===== src/rtl/mips_pipe_pkg.sv =====
// Shared definitions for the MIPS pipeline stall/flush controller.
//   STATE_W       : width of the stall-controller FSM state
//   RUN/MEM_WAIT/HALT : FSM state encodings
//   stall_ctrl_t  : bundle of pipeline-register freeze/flush/bubble controls
//   stall_ctrl_for: priority resolution mem_stall > branch > hazard
package mips_pipe_pkg;

  localparam int unsigned STATE_W = 2;

  localparam logic [STATE_W-1:0] RUN      = 2'd0;
  localparam logic [STATE_W-1:0] MEM_WAIT = 2'd1;
  localparam logic [STATE_W-1:0] HALT     = 2'd2;

  typedef struct packed {
    logic pc_freeze;
    logic if_id_freeze;
    logic if_id_flush;
    logic id_exe_bubble;
    logic exe_mem_freeze;
    logic mem_wb_bubble;
  } stall_ctrl_t;

  // Resolve the three stall sources into one control set; memory wins because
  // a frozen EXE keeps branch_taken valid until the access completes.
  function automatic stall_ctrl_t stall_ctrl_for(input logic mem_stall,
                                                 input logic branch_taken,
                                                 input logic hazard_detected);
    stall_ctrl_t c;
    c = '0;
    if (mem_stall) begin
      c.pc_freeze      = 1'b1;
      c.if_id_freeze   = 1'b1;
      c.exe_mem_freeze = 1'b1;
      c.mem_wb_bubble  = 1'b1;
    end else if (branch_taken) begin
      // Hazard on a squashed instruction is irrelevant; PC must load the target.
      c.if_id_flush   = 1'b1;
      c.id_exe_bubble = 1'b1;
    end else if (hazard_detected) begin
      c.pc_freeze     = 1'b1;
      c.if_id_freeze  = 1'b1;
      c.id_exe_bubble = 1'b1;
    end
    return c;
  endfunction

endpackage


===== src/rtl/pipeline_stall_ctrl_sat_counter.sv =====
// sat_counter: W-bit up counter that sticks at all-ones.
//   clk : clock
//   rst : synchronous active-high reset to zero
//   inc : count this cycle
//   q   : current count
module sat_counter #(
  parameter int unsigned W = 16
) (
  input  logic         clk,
  input  logic         rst,
  input  logic         inc,
  output logic [W-1:0] q
);

  always_ff @(posedge clk) begin
    if (rst) begin
      q <= '0;
    end else if (inc && (q != {W{1'b1}})) begin
      q <= q + W'(1);
    end
  end

endmodule


===== src/rtl/pipeline_stall_ctrl.sv =====
// pipeline_stall_ctrl: central stall/flush controller for the 5-stage pipeline.
//   clk, rst          : clock, synchronous active-high reset
//   hazard_detected   : load-use/RAW hazard in ID
//   branch_taken      : taken branch resolved in EXE
//   mem_req, mem_ready: MEM-stage data-memory handshake
//   pc_freeze, if_id_freeze, if_id_flush, id_exe_bubble,
//   exe_mem_freeze, mem_wb_bubble : Mealy pipeline controls
//   mem_timeout       : sticky, set when the memory wait times out (HALT)
//   stall_cnt         : saturating count of hazard stalls applied
//   flush_cnt         : saturating count of branch flushes applied
//   state_dbg         : current FSM state
module pipeline_stall_ctrl
  import mips_pipe_pkg::*;
#(
  parameter int unsigned MEM_TIMEOUT = 16,
  parameter int unsigned CNT_W       = 16
) (
  input  logic               clk,
  input  logic               rst,
  input  logic               hazard_detected,
  input  logic               branch_taken,
  input  logic               mem_req,
  input  logic               mem_ready,
  output logic               pc_freeze,
  output logic               if_id_freeze,
  output logic               if_id_flush,
  output logic               id_exe_bubble,
  output logic               exe_mem_freeze,
  output logic               mem_wb_bubble,
  output logic               mem_timeout,
  output logic [CNT_W-1:0]   stall_cnt,
  output logic [CNT_W-1:0]   flush_cnt,
  output logic [STATE_W-1:0] state_dbg
);

  localparam int unsigned WAIT_W = (MEM_TIMEOUT > 1) ? $clog2(MEM_TIMEOUT) : 1;
  localparam logic [WAIT_W-1:0] WAIT_LAST = WAIT_W'(MEM_TIMEOUT - 1);

  logic [STATE_W-1:0] state_q, state_d;
  logic [WAIT_W-1:0]  wait_q, wait_d;
  logic               timeout_q, timeout_d;
  logic               mem_stall_c;
  logic               stall_inc_c;
  logic               flush_inc_c;
  stall_ctrl_t        ctrl_c;

  // Memory stall covers both an outstanding access and a halted pipeline.
  always_comb begin
    mem_stall_c = (mem_req & ~mem_ready) | (state_q == HALT);
  end

  // Mealy controls; forced quiet while reset is held.
  always_comb begin
    ctrl_c = '0;
    if (!rst) begin
      ctrl_c = stall_ctrl_for(mem_stall_c, branch_taken, hazard_detected);
    end
  end

  // Counter events: only the action that actually won priority is counted.
  always_comb begin
    stall_inc_c = 1'b0;
    flush_inc_c = 1'b0;
    if (!rst && (state_q != HALT) && !mem_stall_c) begin
      flush_inc_c = branch_taken;
      stall_inc_c = ~branch_taken & hazard_detected;
    end
  end

  // Memory-wait FSM next state.
  always_comb begin
    state_d   = state_q;
    wait_d    = wait_q;
    timeout_d = timeout_q;
    case (state_q)
      RUN: begin
        // An access that completes in its first cycle never leaves RUN.
        if (mem_req && !mem_ready) begin
          state_d = MEM_WAIT;
          wait_d  = WAIT_W'(1);
        end
      end
      MEM_WAIT: begin
        // A dropped request is treated as completed.
        if (!mem_req || mem_ready) begin
          state_d = RUN;
          wait_d  = '0;
        end else if (wait_q == WAIT_LAST) begin
          state_d   = HALT;
          timeout_d = 1'b1;
        end else begin
          wait_d = wait_q + WAIT_W'(1);
        end
      end
      HALT: begin
        state_d = HALT;
      end
      default: begin
        state_d = RUN;
        wait_d  = '0;
      end
    endcase
  end

  // State register.
  always_ff @(posedge clk) begin
    if (rst) begin
      state_q   <= RUN;
      wait_q    <= '0;
      timeout_q <= 1'b0;
    end else begin
      state_q   <= state_d;
      wait_q    <= wait_d;
      timeout_q <= timeout_d;
    end
  end

  sat_counter #(.W(CNT_W)) u_stall_cnt (
    .clk (clk),
    .rst (rst),
    .inc (stall_inc_c),
    .q   (stall_cnt)
  );

  sat_counter #(.W(CNT_W)) u_flush_cnt (
    .clk (clk),
    .rst (rst),
    .inc (flush_inc_c),
    .q   (flush_cnt)
  );

  // Output mapping.
  always_comb begin
    pc_freeze      = ctrl_c.pc_freeze;
    if_id_freeze   = ctrl_c.if_id_freeze;
    if_id_flush    = ctrl_c.if_id_flush;
    id_exe_bubble  = ctrl_c.id_exe_bubble;
    exe_mem_freeze = ctrl_c.exe_mem_freeze;
    mem_wb_bubble  = ctrl_c.mem_wb_bubble;
    mem_timeout    = timeout_q & ~rst;
    state_dbg      = state_q;
  end

endmodule


===== config.mk =====
export PLATFORM = sky130hd
export DESIGN_NAME = pipeline_stall_ctrl
export DESIGN_NICKNAME = d
export VERILOG_FILES = /design/src/rtl/mips_pipe_pkg.sv /design/src/rtl/pipeline_stall_ctrl_sat_counter.sv /design/src/rtl/pipeline_stall_ctrl.sv
export SDC_FILE = /design/constraint.sdc
export NUM_CORES = 1
export LEC_CHECK = 0
export CORE_MARGIN = 10
export CORE_UTILIZATION = 53
export CTS_CLUSTER_SIZE = 20
export DETAILED_ROUTE_END_ITERATION = 12
export PLACE_DENSITY = 0.84
export SYNTH_ARGS = -nofsm -noshare
export SYNTH_HDL_FRONTEND = slang
export SYNTH_SLANG_ARGS = --single-unit

===== constraint.sdc =====
create_clock -name clk -period 3.7 [get_ports clk]
set_input_delay 1.11 -clock clk [delete_from_list [all_inputs] [get_ports clk]]
set_output_delay 1.11 -clock clk [all_outputs]
set_load 0.02 [all_outputs]

==> impl_metrics.json <==
{
  "status": "complete, no violations",
  "drt.antenna.violating_nets": 0,
  "power.static_leakage_nw": 0.849,
  "hold_class": "register to register",
  "setup_repair_bufs_after_cts": 0,
  "ys.flop_type": "dfxtp_1",
  "number_of_antenna_violations_at_the_first_check_in_global_routing": 0,
  "floorplan.die_area_sq_um": 6530,
  "finish.net_count": 289,
  "dp_hpwl_mm": 3.49,
  "criticalPathCategory": "input pin to output pin",
  "drt_iter0_drc": 80,
  "fmaxAchievable_mhz": 277,
  "netlist_instances": 234,
  "top_level_ports": 47,
  "synth_top_area_share_pct": 39.8,
  "synth_top_cell_by_area": "dfxtp_1",
  "clkLatencyLatePin_ns": 0.29,
  "initial_core_utilization_pct": 54.3,
  "cts_hold_repair.buffers": 0,
  "route.detailed.wl_per_inst_microns": 14.5,
  "ff_latch_area_sq_um": 781,
  "final_hold_viol_count": 0,
  "tritoncts_num_sinks": 39,
  "post-synth-top-count-cell": "dfxtp_1",
  "rsz0062_at_grt": "false",
  "final_period_minus_worst_setup_slack_ns": 3.61,
  "area_occupied_by_multi_input_gates_sq_um": 1100,
  "detail_route.drc_violations": 0,
  "asr_flop_ratio_synth_pct": 0,
  "dp.cells": 321,
  "final.hold.worst_slack_ns": 0.468,
  "h_tree_levels": 2,
  "ir_drop_mv": 0.228,
  "synth_area_per_cell_sq_um": 8.37,
  "grt_util_all_layers_pct": 15.0,
  "layoutNonFillerInstCount": 329,
  "core_area_sq_um": 3610,
  "sequential_share_of_the_synthesized_area_pct": 39.8,
  "endpoint_kind": "output pin",
  "clock-root-buffer": "clkbuf_8",
  "pwr_density_cell_nw_per_um2": 325,
  "synth_area_sq_um": 1960,
  "slew_headroom_pct": 49.1,
  "post_route_skew_ns": 0.00841,
  "flow.area_growth_from_synthesis_pct": 30.7,
  "worst_ep_required_time_ns": 2.59,
  "fin_util_pct": 71.0,
  "std_cell_rows": 22,
  "grt_first_pass_wirelength_mm": 7.98,
  "startpoint_type": "input pin",
  "crit_path_max_fanout": 3,
  "dr.pass1.iters": 4,
  "tritoncts_clock_tree": "built",
  "final.fill_count": 300,
  "synth.top_cells.by_area": "dfxtp_1 40%, xnor2_1 9.8%, nor2_1 7.3%",
  "cts-root-to-sink-buffers": 2,
  "floorplan.die.height_microns": 80.8,
  "dieWidth_microns": 80.8,
  "grt_start_max_net_pins": 20,
  "number_of_buffers_added_by_the_clock_tree_synthesis_step": 5,
  "synth_enable_flop_cells": 0,
  "leading_post_synthesis_cells_by_instance_count": "39 x dfxtp_1, 38 x nor2_1, 22 x xnor2_1, 14 x nand3_1, 11 x nand4_1",
  "insertedDiodeCount": 0,
  "report.final.slew_viol_count": 0,
  "routed_via_density": 5.63,
  "drive_above_1_share_pct": 7.12,
  "syn-num-nets": 243,
  "clk_pin_slew_worst_paths_ns": 0.07,
  "setup-tns-final_ns": 0,
  "number_of_warnings_printed_during_yosys_synthesis": 0,
  "maxCapViolCount": 0,
  "io_buffers": 46,
  "vias": 1851,
  "ys_seq_elements": 39,
  "fin_area_sq_um": 2560,
  "report.final.setup_viol": 0,
  "worstMarginPinSlew_ns": 0.757,
  "timing.critical_path.arrival_ns": 2.50,
  "gp_congestion": 0.778,
  "yosysUniqueCellTypes": 40,
  "routed_wire_length_mm": 4.77,
  "layout_setup_ws_ns": 0.0851,
  "total_power_uw": 834,
  "grt_pass1_vias": 1712,
  "place_area_sq_um": 2460,
  "gr-total-overflow": 0,
  "final.period_utilization_pct": 97.7,
  "place_ws_ns": -0.290
}
[where the power goes]
part,internal (mW),switching [mW]
clock network,0.201,0.152
logic,0.0229,0.0304
registers,0.422,0.00553
[critical path, stage by stage]
cell and delay (ns):
clkdlybuf4s50_1 0.46, nor2b_1 0.18, buf_4 0.14, nor2_1 0.05
a21oi_1 0.20, dlygate4sd2_1 0.37
[placed cells by master (no fill, tap or decap), types with 3 or more instances in the layout]
master / synthesis / layout
o21ai_0: 7 / 7
nand4_1: 11 / 11
and4_1: 5 / 5
clkbuf_8: 0 / 5
nand2_1: 10 / 10
dlygate4sd2_1: 0 / 6
nor2_1: 38 / 38
or3_1: 3 / 3
dfxtp_1: 39 / 39
nand3_1: 14 / 14
buf_4: 2 / 7
nor3_1: 10 / 10
nor2b_1: 4 / 4
a31oi_1: 4 / 4
xnor2_1: 22 / 22
nand2b_1: 4 / 4
ha_1: 3 / 3
nor4_1: 10 / 10
clkdlybuf4s50_1: 0 / 39
nor3b_1: 4 / 4
a21oi_1: 8 / 8
[logic make-up after synthesis]
family | Yosys count | share of synthesized area [%]
compound gates | 25 | 7.85
xor+xnor | 23 | 10.3
simple gates | 125 | 34.5
buf+inv | 16 | 4.02
flops | 39 | 39.8
fa+ha+maj | 3 | 1.92
mux | 3 | 1.60
[per-layer routing]
metal  vias up  share of wire, %  track usage [%]
li1        928                 -                -
met1       854                42             17.1
met2        61                47             25.4
met3         8               9.8             5.19
met4         0               1.4             5.36
met5         -                 0                0
[final cells by class]
type                            count  share of cell area, %
Clock buffer                        5                   2.69
Clock inverter                      3                   1.71
Inverter                            2                  0.293
Multi-Input combinational cell    179                   42.9
Sequential cell                    39                   30.5
Tap cell                           48                   2.34
Timing Repair Buffer               53                   19.5
[sequential cells by signal, indices dropped and copies added, names as in the netlist]
signal	flops
state_dbg	2
u_stall_cnt.q	16
wait_q	4
timeout_q	1
u_flush_cnt.q	16
[path summary, 6_finish.rpt]
| kind | end | depth (start not counted) | slack, ns | start |
|---|---|---|---|---|
| hold reg to reg | timeout_q$_SDFFE_PP0P_ | 2 | 0.47 | timeout_q$_SDFFE_PP0P_ |
| setup reg to reg | u_stall_cnt.q[10]$_SDFFE_PP0P_ | 5 | 1.38 | state_dbg[0]$_SDFFE_PP0P_ |
| setup / recovery | if_id_freeze | 6 | 0.09 | mem_req |
| hold / removal | timeout_q$_SDFFE_PP0P_ | 2 | 0.47 | timeout_q$_SDFFE_PP0P_ |
[repair_timing]
item | in CTS | in global routing
hold endpoints to repair | 0 | 0
pin swaps | 0 | 0
setup endpoints to repair | 7 | 1
resized for setup | 8 | 1
Note: power is estimated with default switching activity, not from simulation.
